**src/rtl/mm_job_scheduler.sv**
```systemverilog
// Round-robin job scheduler sharing one systolic matmul array among NUM_REQ requesters.
// Optional WAIT watchdog is compiled in with `define MM_SCHED_TIMEOUT_EN.
module mm_job_scheduler #(
    parameter int ARRAY_SIZE     = 3,
    parameter int DATA_WIDTH     = 8,
    parameter int NUM_REQ        = 2,
    parameter int MAX_MATRICES   = 2,
    parameter int SLOT_W         = 2,
    parameter int TIMEOUT_CYCLES = 64,
    localparam int NUM_ELEM      = ARRAY_SIZE * ARRAY_SIZE,
    localparam int IDX_W         = (NUM_ELEM > 1) ? $clog2(NUM_ELEM) : 1,
    localparam int ID_W          = (NUM_REQ > 1) ? $clog2(NUM_REQ) : 1
) (
    input  logic                           clk,
    input  logic                           rst_n,
    input  logic [NUM_REQ-1:0]             req_valid,
    input  logic [NUM_REQ*SLOT_W-1:0]      req_slot,
    output logic [NUM_REQ-1:0]             req_ready,
    output logic                           arr_start,
    output logic [SLOT_W-1:0]              arr_slot,
    input  logic                           arr_busy,
    input  logic                           arr_done,
    input  logic [NUM_ELEM*DATA_WIDTH-1:0] arr_result,
    output logic                           res_valid,
    input  logic                           res_ready,
    output logic signed [DATA_WIDTH-1:0]   res_data,
    output logic [IDX_W-1:0]               res_index,
    output logic [ID_W-1:0]                res_id,
    output logic                           res_last,
    output logic                           sched_idle,
    output logic                           err_slot,
    output logic                           err_timeout
);

    typedef enum logic [2:0] {
        S_IDLE,
        S_LAUNCH,
        S_WAIT,
        S_CAPTURE,
        S_DRAIN
    } state_t;

    state_t                         state_q, state_d;
    logic [ID_W-1:0]                rr_ptr_q;
    logic [ID_W-1:0]                id_q;
    logic [SLOT_W-1:0]              slot_q;
    logic [IDX_W-1:0]               idx_q;
    logic [NUM_ELEM*DATA_WIDTH-1:0] buf_q;
    logic                           err_slot_q;

    logic                           grant_found;
    logic [ID_W-1:0]                grant_id;
    logic [SLOT_W-1:0]              grant_slot;
    logic                           slot_bad;
    logic [ID_W-1:0]                rr_next;
    logic                           last_elem;
    logic                           timeout_hit;

`ifdef MM_SCHED_TIMEOUT_EN
    localparam int CNT_W = $clog2(TIMEOUT_CYCLES + 1);
    logic [CNT_W-1:0]               wait_cnt_q;
    logic                           err_timeout_q;
`endif

    // Busy is informational only; completion is signalled by arr_done.
    logic unused_busy;
    assign unused_busy = arr_busy;

    // Round-robin search starting at rr_ptr_q, wrapping modulo NUM_REQ.
    always_comb begin
        int              cand;
        logic [ID_W-1:0] cand_id;
        // NOTE: every variable written here gets a default first, so no latch can be inferred.
        grant_found = 1'b0;
        grant_id    = '0;
        cand        = 0;
        cand_id     = '0;
        for (int k = 0; k < NUM_REQ; k++) begin
            cand = int'(rr_ptr_q) + k;
            if (cand >= NUM_REQ) cand = cand - NUM_REQ;
            cand_id = ID_W'(cand);
            if (!grant_found && req_valid[cand_id]) begin
                grant_found = 1'b1;
                grant_id    = cand_id;
            end
        end
    end

    assign grant_slot = SLOT_W'(req_slot >> (int'(grant_id) * SLOT_W));
    assign slot_bad   = int'(grant_slot) >= MAX_MATRICES;
    assign rr_next    = (int'(grant_id) == NUM_REQ - 1) ? '0 : grant_id + ID_W'(1);
    assign last_elem  = idx_q == IDX_W'(NUM_ELEM - 1);

    always_comb begin
        req_ready = '0;
        if (rst_n && state_q == S_IDLE && grant_found) req_ready[grant_id] = 1'b1;
    end

    always_comb begin
        state_d = state_q;
        unique case (state_q)
            S_IDLE:    if (grant_found && !slot_bad) state_d = S_LAUNCH;
            S_LAUNCH:  state_d = S_WAIT;
            S_WAIT: begin
                if (arr_done)         state_d = S_CAPTURE;
                else if (timeout_hit) state_d = S_IDLE;
            end
            S_CAPTURE: state_d = S_DRAIN;
            S_DRAIN:   if (res_ready && last_elem) state_d = S_IDLE;
            default:   state_d = S_IDLE;
        endcase
    end

    always_ff @(posedge clk) begin
        if (!rst_n) begin
            state_q    <= S_IDLE;
            rr_ptr_q   <= '0;
            id_q       <= '0;
            slot_q     <= '0;
            idx_q      <= '0;
            // NOTE: the result buffer is plain flops, not RAM, so clearing it on reset is cheap and intended.
            buf_q      <= '0;
            err_slot_q <= 1'b0;
        end else begin
            // NOTE: non-blocking assignments so every register samples pre-edge values.
            state_q <= state_d;
            if (state_q == S_IDLE && grant_found) begin
                rr_ptr_q <= rr_next;
                id_q     <= grant_id;
                if (slot_bad) err_slot_q <= 1'b1;
                else          slot_q     <= grant_slot;
            end
            if (state_q == S_WAIT && arr_done) buf_q <= arr_result;
            if (state_q == S_CAPTURE) begin
                idx_q <= '0;
            end else if (state_q == S_DRAIN && res_ready && !last_elem) begin
                idx_q <= idx_q + IDX_W'(1);
            end
        end
    end

`ifdef MM_SCHED_TIMEOUT_EN
    // The counter is zero on WAIT entry because every other state clears it.
    assign timeout_hit = (state_q == S_WAIT) && !arr_done &&
                         (wait_cnt_q == CNT_W'(TIMEOUT_CYCLES - 1));

    always_ff @(posedge clk) begin
        if (!rst_n) begin
            wait_cnt_q    <= '0;
            err_timeout_q <= 1'b0;
        end else begin
            if (state_q != S_WAIT) wait_cnt_q <= '0;
            else                   wait_cnt_q <= wait_cnt_q + CNT_W'(1);
            if (timeout_hit) err_timeout_q <= 1'b1;
        end
    end

    assign err_timeout = err_timeout_q;
`else
    assign timeout_hit = 1'b0;
    assign err_timeout = 1'b0;
`endif

    // Stream outputs are forced to zero outside DRAIN so reset and idle look identical.
    assign arr_start  = state_q == S_LAUNCH;
    assign arr_slot   = slot_q;
    assign res_valid  = state_q == S_DRAIN;
    assign res_data   = (state_q == S_DRAIN) ? DATA_WIDTH'(buf_q >> (int'(idx_q) * DATA_WIDTH)) : '0;
    assign res_index  = (state_q == S_DRAIN) ? idx_q : '0;
    assign res_id     = (state_q == S_DRAIN) ? id_q : '0;
    assign res_last   = (state_q == S_DRAIN) && last_elem;
    assign sched_idle = state_q == S_IDLE;
    assign err_slot   = err_slot_q;

endmodule

```
**config.mk**
```make
export PLATFORM = sky130hd
export DESIGN_NAME = mm_job_scheduler
export DESIGN_NICKNAME = d
export VERILOG_FILES = /design/src/rtl/mm_job_scheduler.sv
export SDC_FILE = /design/constraint.sdc
export NUM_CORES = 1
export LEC_CHECK = 0
export CAP_MARGIN = 20
export CORE_MARGIN = 5
export CORE_UTILIZATION = 50
export CTS_BUF_LIST = sky130_fd_sc_hd__clkbuf_2 sky130_fd_sc_hd__clkbuf_4 sky130_fd_sc_hd__clkbuf_8
export CTS_CLUSTER_DIAMETER = 40
export CTS_CLUSTER_SIZE = 28
export DETAILED_ROUTE_END_ITERATION = 10
export GPL_ROUTABILITY_DRIVEN = 0
export HOLD_SLACK_MARGIN = 0.15
export PLACE_DENSITY = 0.82
export SKIP_LAST_GASP = 1
export SLEW_MARGIN = 30
export SYNTH_ARGS = -nofsm -noshare
export SYNTH_HDL_FRONTEND = slang
export SYNTH_SLANG_ARGS = --single-unit
```
**constraint.sdc**
```tcl
create_clock -name clk -period 3 [get_ports clk]
set_clock_uncertainty 0.2 [all_clocks]
set_input_delay 0.6 -clock clk [delete_from_list [all_inputs] [get_ports clk]]
set_output_delay 0.6 -clock clk [all_outputs]
set_load 0.01 [all_outputs]
```
==> results.sh, run 1 <==
export IMPL_status="finished, violations left"
export IMPL_violations="setup timing"
export IMPL_core_area_mm2=0.007331
export IMPL_synth_avg_cell_area_um2=8.242
export IMPL_highest_layer="met4"
export IMPL_route_detailed_drc=0
export IMPL_synthesis_instances=460
export IMPL_start_util=0.5172
export IMPL_syn_nets=545
export IMPL_clk_path_buf_depth=2
export IMPL_antenna_found_initial=0
export IMPL_worst_ep_arrival_time_ps=2200
export IMPL_post_dp_hpwl_um=6935
export IMPL_gr_total_overflow=0
export IMPL_worst_pin_slew_ps=696.3
export IMPL_crit_path_max_fanout=8
export IMPL_power_mw=2.412
export IMPL_critical_path_class="flip-flop to output pin"
export IMPL_fp_dieH_um=97.08
export IMPL_cts_buffers=9
export IMPL_cap_violations=0
export IMPL_wirelength_um=9903
export IMPL_setup_ws_ps=-4.942
export IMPL_wl_per_cell_um=15.10
export IMPL_ys_ff_latch=84
export IMPL_leakage_nw=1.782
export IMPL_grt_pass1_wl_um=16200
export IMPL_maxSlewViolCount=0
export IMPL_numPortBuffers=103
export IMPL_multiInputGateArea_mm2=0.001922
export IMPL_cts_root_buf="clkbuf_8"
export IMPL_dieArea_mm2=0.009424
export IMPL_syn_to_final_growth_pct=36.24
export IMPL_viasPerCell=5.290
export IMPL_io_pins=106
export IMPL_wl_met2_um=5056
export IMPL_synth_cell_types=41
export IMPL_cts_tree="yes"
export IMPL_wl_met1_um=4084
export IMPL_postCtsHoldBufs=0
export IMPL_end_kind="output pin"
export IMPL_wl_met3_um=640
export IMPL_vias=3470
export IMPL_drt_first_pass_iters=4
export IMPL_regArea_mm2=0.001684
export IMPL_rows=31
export IMPL_fill_cells=578
export IMPL_hold_viol_final=0
export IMPL_syn_area_mm2=0.003791
export IMPL_setup_viol=1
export IMPL_fmax_mhz=332.8
export IMPL_clock_sinks=84
export IMPL_min_period_ps=3005
export IMPL_ant_nets=0
export IMPL_clock_latency_ps=340
export IMPL_p_per_area_mw_per_mm2=466.9
export IMPL_die_width_um=97.08
export IMPL_grt_start_max_net_pins=73
export IMPL_layout_nets=637
export IMPL_grt_pass1_vias=3454
export IMPL_rsz0062_at_grt="true"
export IMPL_cp_start_kind="flip-flop"
export IMPL_fin_crit_sh=1.002
export IMPL_relSlewSlack=0.5349
export IMPL_drive_above_1_share=0.08977
export IMPL_grt_usage=0.2070
export IMPL_fin_setup_tns_ps=-4.942
export IMPL_cp_data_required_time_ps=2200
export IMPL_n_antenna_cell=0
export IMPL_synth_seq_area_share=0.4436
export IMPL_drt_iter0_drc=183
export IMPL_hold_class="flip-flop to flip-flop"
export IMPL_yosysWarnings=0
export IMPL_htree_levels=3
export IMPL_clkTransAtPathRegs_ps=80
export IMPL_peakVddDrop_mv=0.3362
## critical path, stage by stage (launching register included)
cell and delay, ps:
dfxtp_1 410, nor2b_1 600, a221oi_2 160, o21ai_2 110
a21oi_1 90, clkdlybuf4s50_1 490
## metal layers
layer  vias up  GRT usage
met5         -          0
met2       121     0.3652
li1       1737          -
met4         0    0.06695
met1      1597     0.2449
met3        15    0.05240
## sequential cells by signal, indices dropped and copies added (netlist names)
signal    count
err_slot      1
idx_q         4
buf_q        72
arr_slot      2
state_q       3
rr_ptr_q      1
id_q          1
## stage by stage
stage | std cells | hold WS [ps] | util | setup WS, ps | area (µm²)
final | 656 | 242.0 | 0.7046 | -4.942 | 5165
after global routing | 656 | 260.5 | 0.7046 | -83.76 | 5165
after CTS | 655 | 245.2 | 0.7023 | -43.75 | 5149
after detailed placement | 637 | 228.9 | 0.6689 | 116.0 | 4903
after global placement | 637 | 222.8 | 0.6689 | 148.6 | 4903
after floorplan | 460 | 231.5 | - | 769.5 | 3791
## where the power goes
group	switching (mW)	total, mW	internal, mW
sequential	0.0345	1.20	1.16
combinational	0.150	0.339	0.189
clock	0.379	0.877	0.498
total	0.564	2.41	1.85
## worst paths after layout
path,startpoint,to,slack (ps),cells past startpoint
hold reg to reg,arr_slot[1],arr_slot[1],240,2
setup / recovery,idx_q[2],res_data[0],-5,5
hold / removal,arr_slot[1],arr_slot[1],240,2
setup reg to reg,idx_q[1],idx_q[3],1010,7
## layout make-up
cell class | instances | area share
Sequential cell | 84 | 0.3261
Clock inverter | 4 | 0.01429
Multi-Input combinational cell | 332 | 0.3721
Tap cell | 99 | 0.02398
Inverter | 7 | 0.005087
Timing Repair Buffer | 118 | 0.2301
Clock buffer | 12 | 0.02834
## cells by family (layout without fill, tap and decap cells)
family / count (synthesis) / in the layout / synth area share
simple gates: 190 / 190 / 0.2139
compound gates: 109 / 109 / 0.1591
flops: 84 / 84 / 0.4436
buf+inv: 44 / 141 / 0.06337
mux: 27 / 27 / 0.1056
xor+xnor: 3 / 3 / 0.006932
fa+ha+maj: 2 / 2 / 0.006600
other cells: 1 / 1 / 0.0009891
## Yosys cell counts, drive strengths merged
cell type,instances,area share
nand2,160,0.16
a21oi,85,0.11
dfxtp,84,0.44
buf,20,0.040
mux2i,19,0.050
clkbuf,17,0.017
nor2,11,0.013
o21ai,9,0.012
a221oi,8,0.018
mux4,8,0.055
inv,7,0.0069
and2,4,0.0066
a311oi,2,0.0046
a32o,2,0.0053
ha,2,0.0066
nand2b,2,0.0033
nand3b,2,0.0040
nor3,2,0.0026
xnor2,2,0.0046
a21boi,1,0.0020
a32oi,1,0.0023
and3,1,0.0017
conb,1,0.00099
nand3,1,0.0046
nand4,1,0.0017
nand4bb,1,0.0030
nor2b,1,0.0017
nor3b,1,0.0020
nor4b,1,0.0063
nor4bb,1,0.0026
o2111ai,1,0.0023
or4,1,0.0020
xor2,1,0.0023
## cell usage in the layout, fill, tap and decap left out, types with 2 or more instances in the layout
master           count
nor3_1               2
buf_12               4
buf_4               11
nor2_1              10
clkdlybuf4s50_1     96
and2_1               4
nand2_1            159
mux2i_1             19
clkbuf_4             3
ha_1                 2
nand3b_1             2
dlygate4sd2_1        6
mux4_2               3
dfxtp_2              2
a221oi_1             4
a221oi_2             4
nand2b_1             2
a32o_1               2
xnor2_1              2
o21ai_1              4
o21ai_0              3
a311oi_1             2
dfxtp_1             82
clkbuf_8             9
inv_2                2
mux4_1               5
o21ai_2              2
bufinv_16            2
inv_1                5
a21oi_1             85
## repair_timing
| item | 4_1_cts | 5_1_grt |
|---|---|---|
| setup buffers | 2 | 1 |
| setup endpoints to repair | 8 | 3 |
| pin swaps | 1 | 1 |
| resized for setup | 18 | 3 |
(Power assumes the default switching activity.)
==> run 2, diff against run 1 <==
--- a/config.mk
+++ b/config.mk
@@ -16,7 +16,6 @@
 export HOLD_SLACK_MARGIN = 0.15
 export PLACE_DENSITY = 0.82
 export SKIP_LAST_GASP = 1
-export SLEW_MARGIN = 30
 export SYNTH_ARGS = -nofsm -noshare
 export SYNTH_HDL_FRONTEND = slang
 export SYNTH_SLANG_ARGS = --single-unit
==> results of run 2 <==
The final DEF is identical to that of run 1; final timing and power are the same.
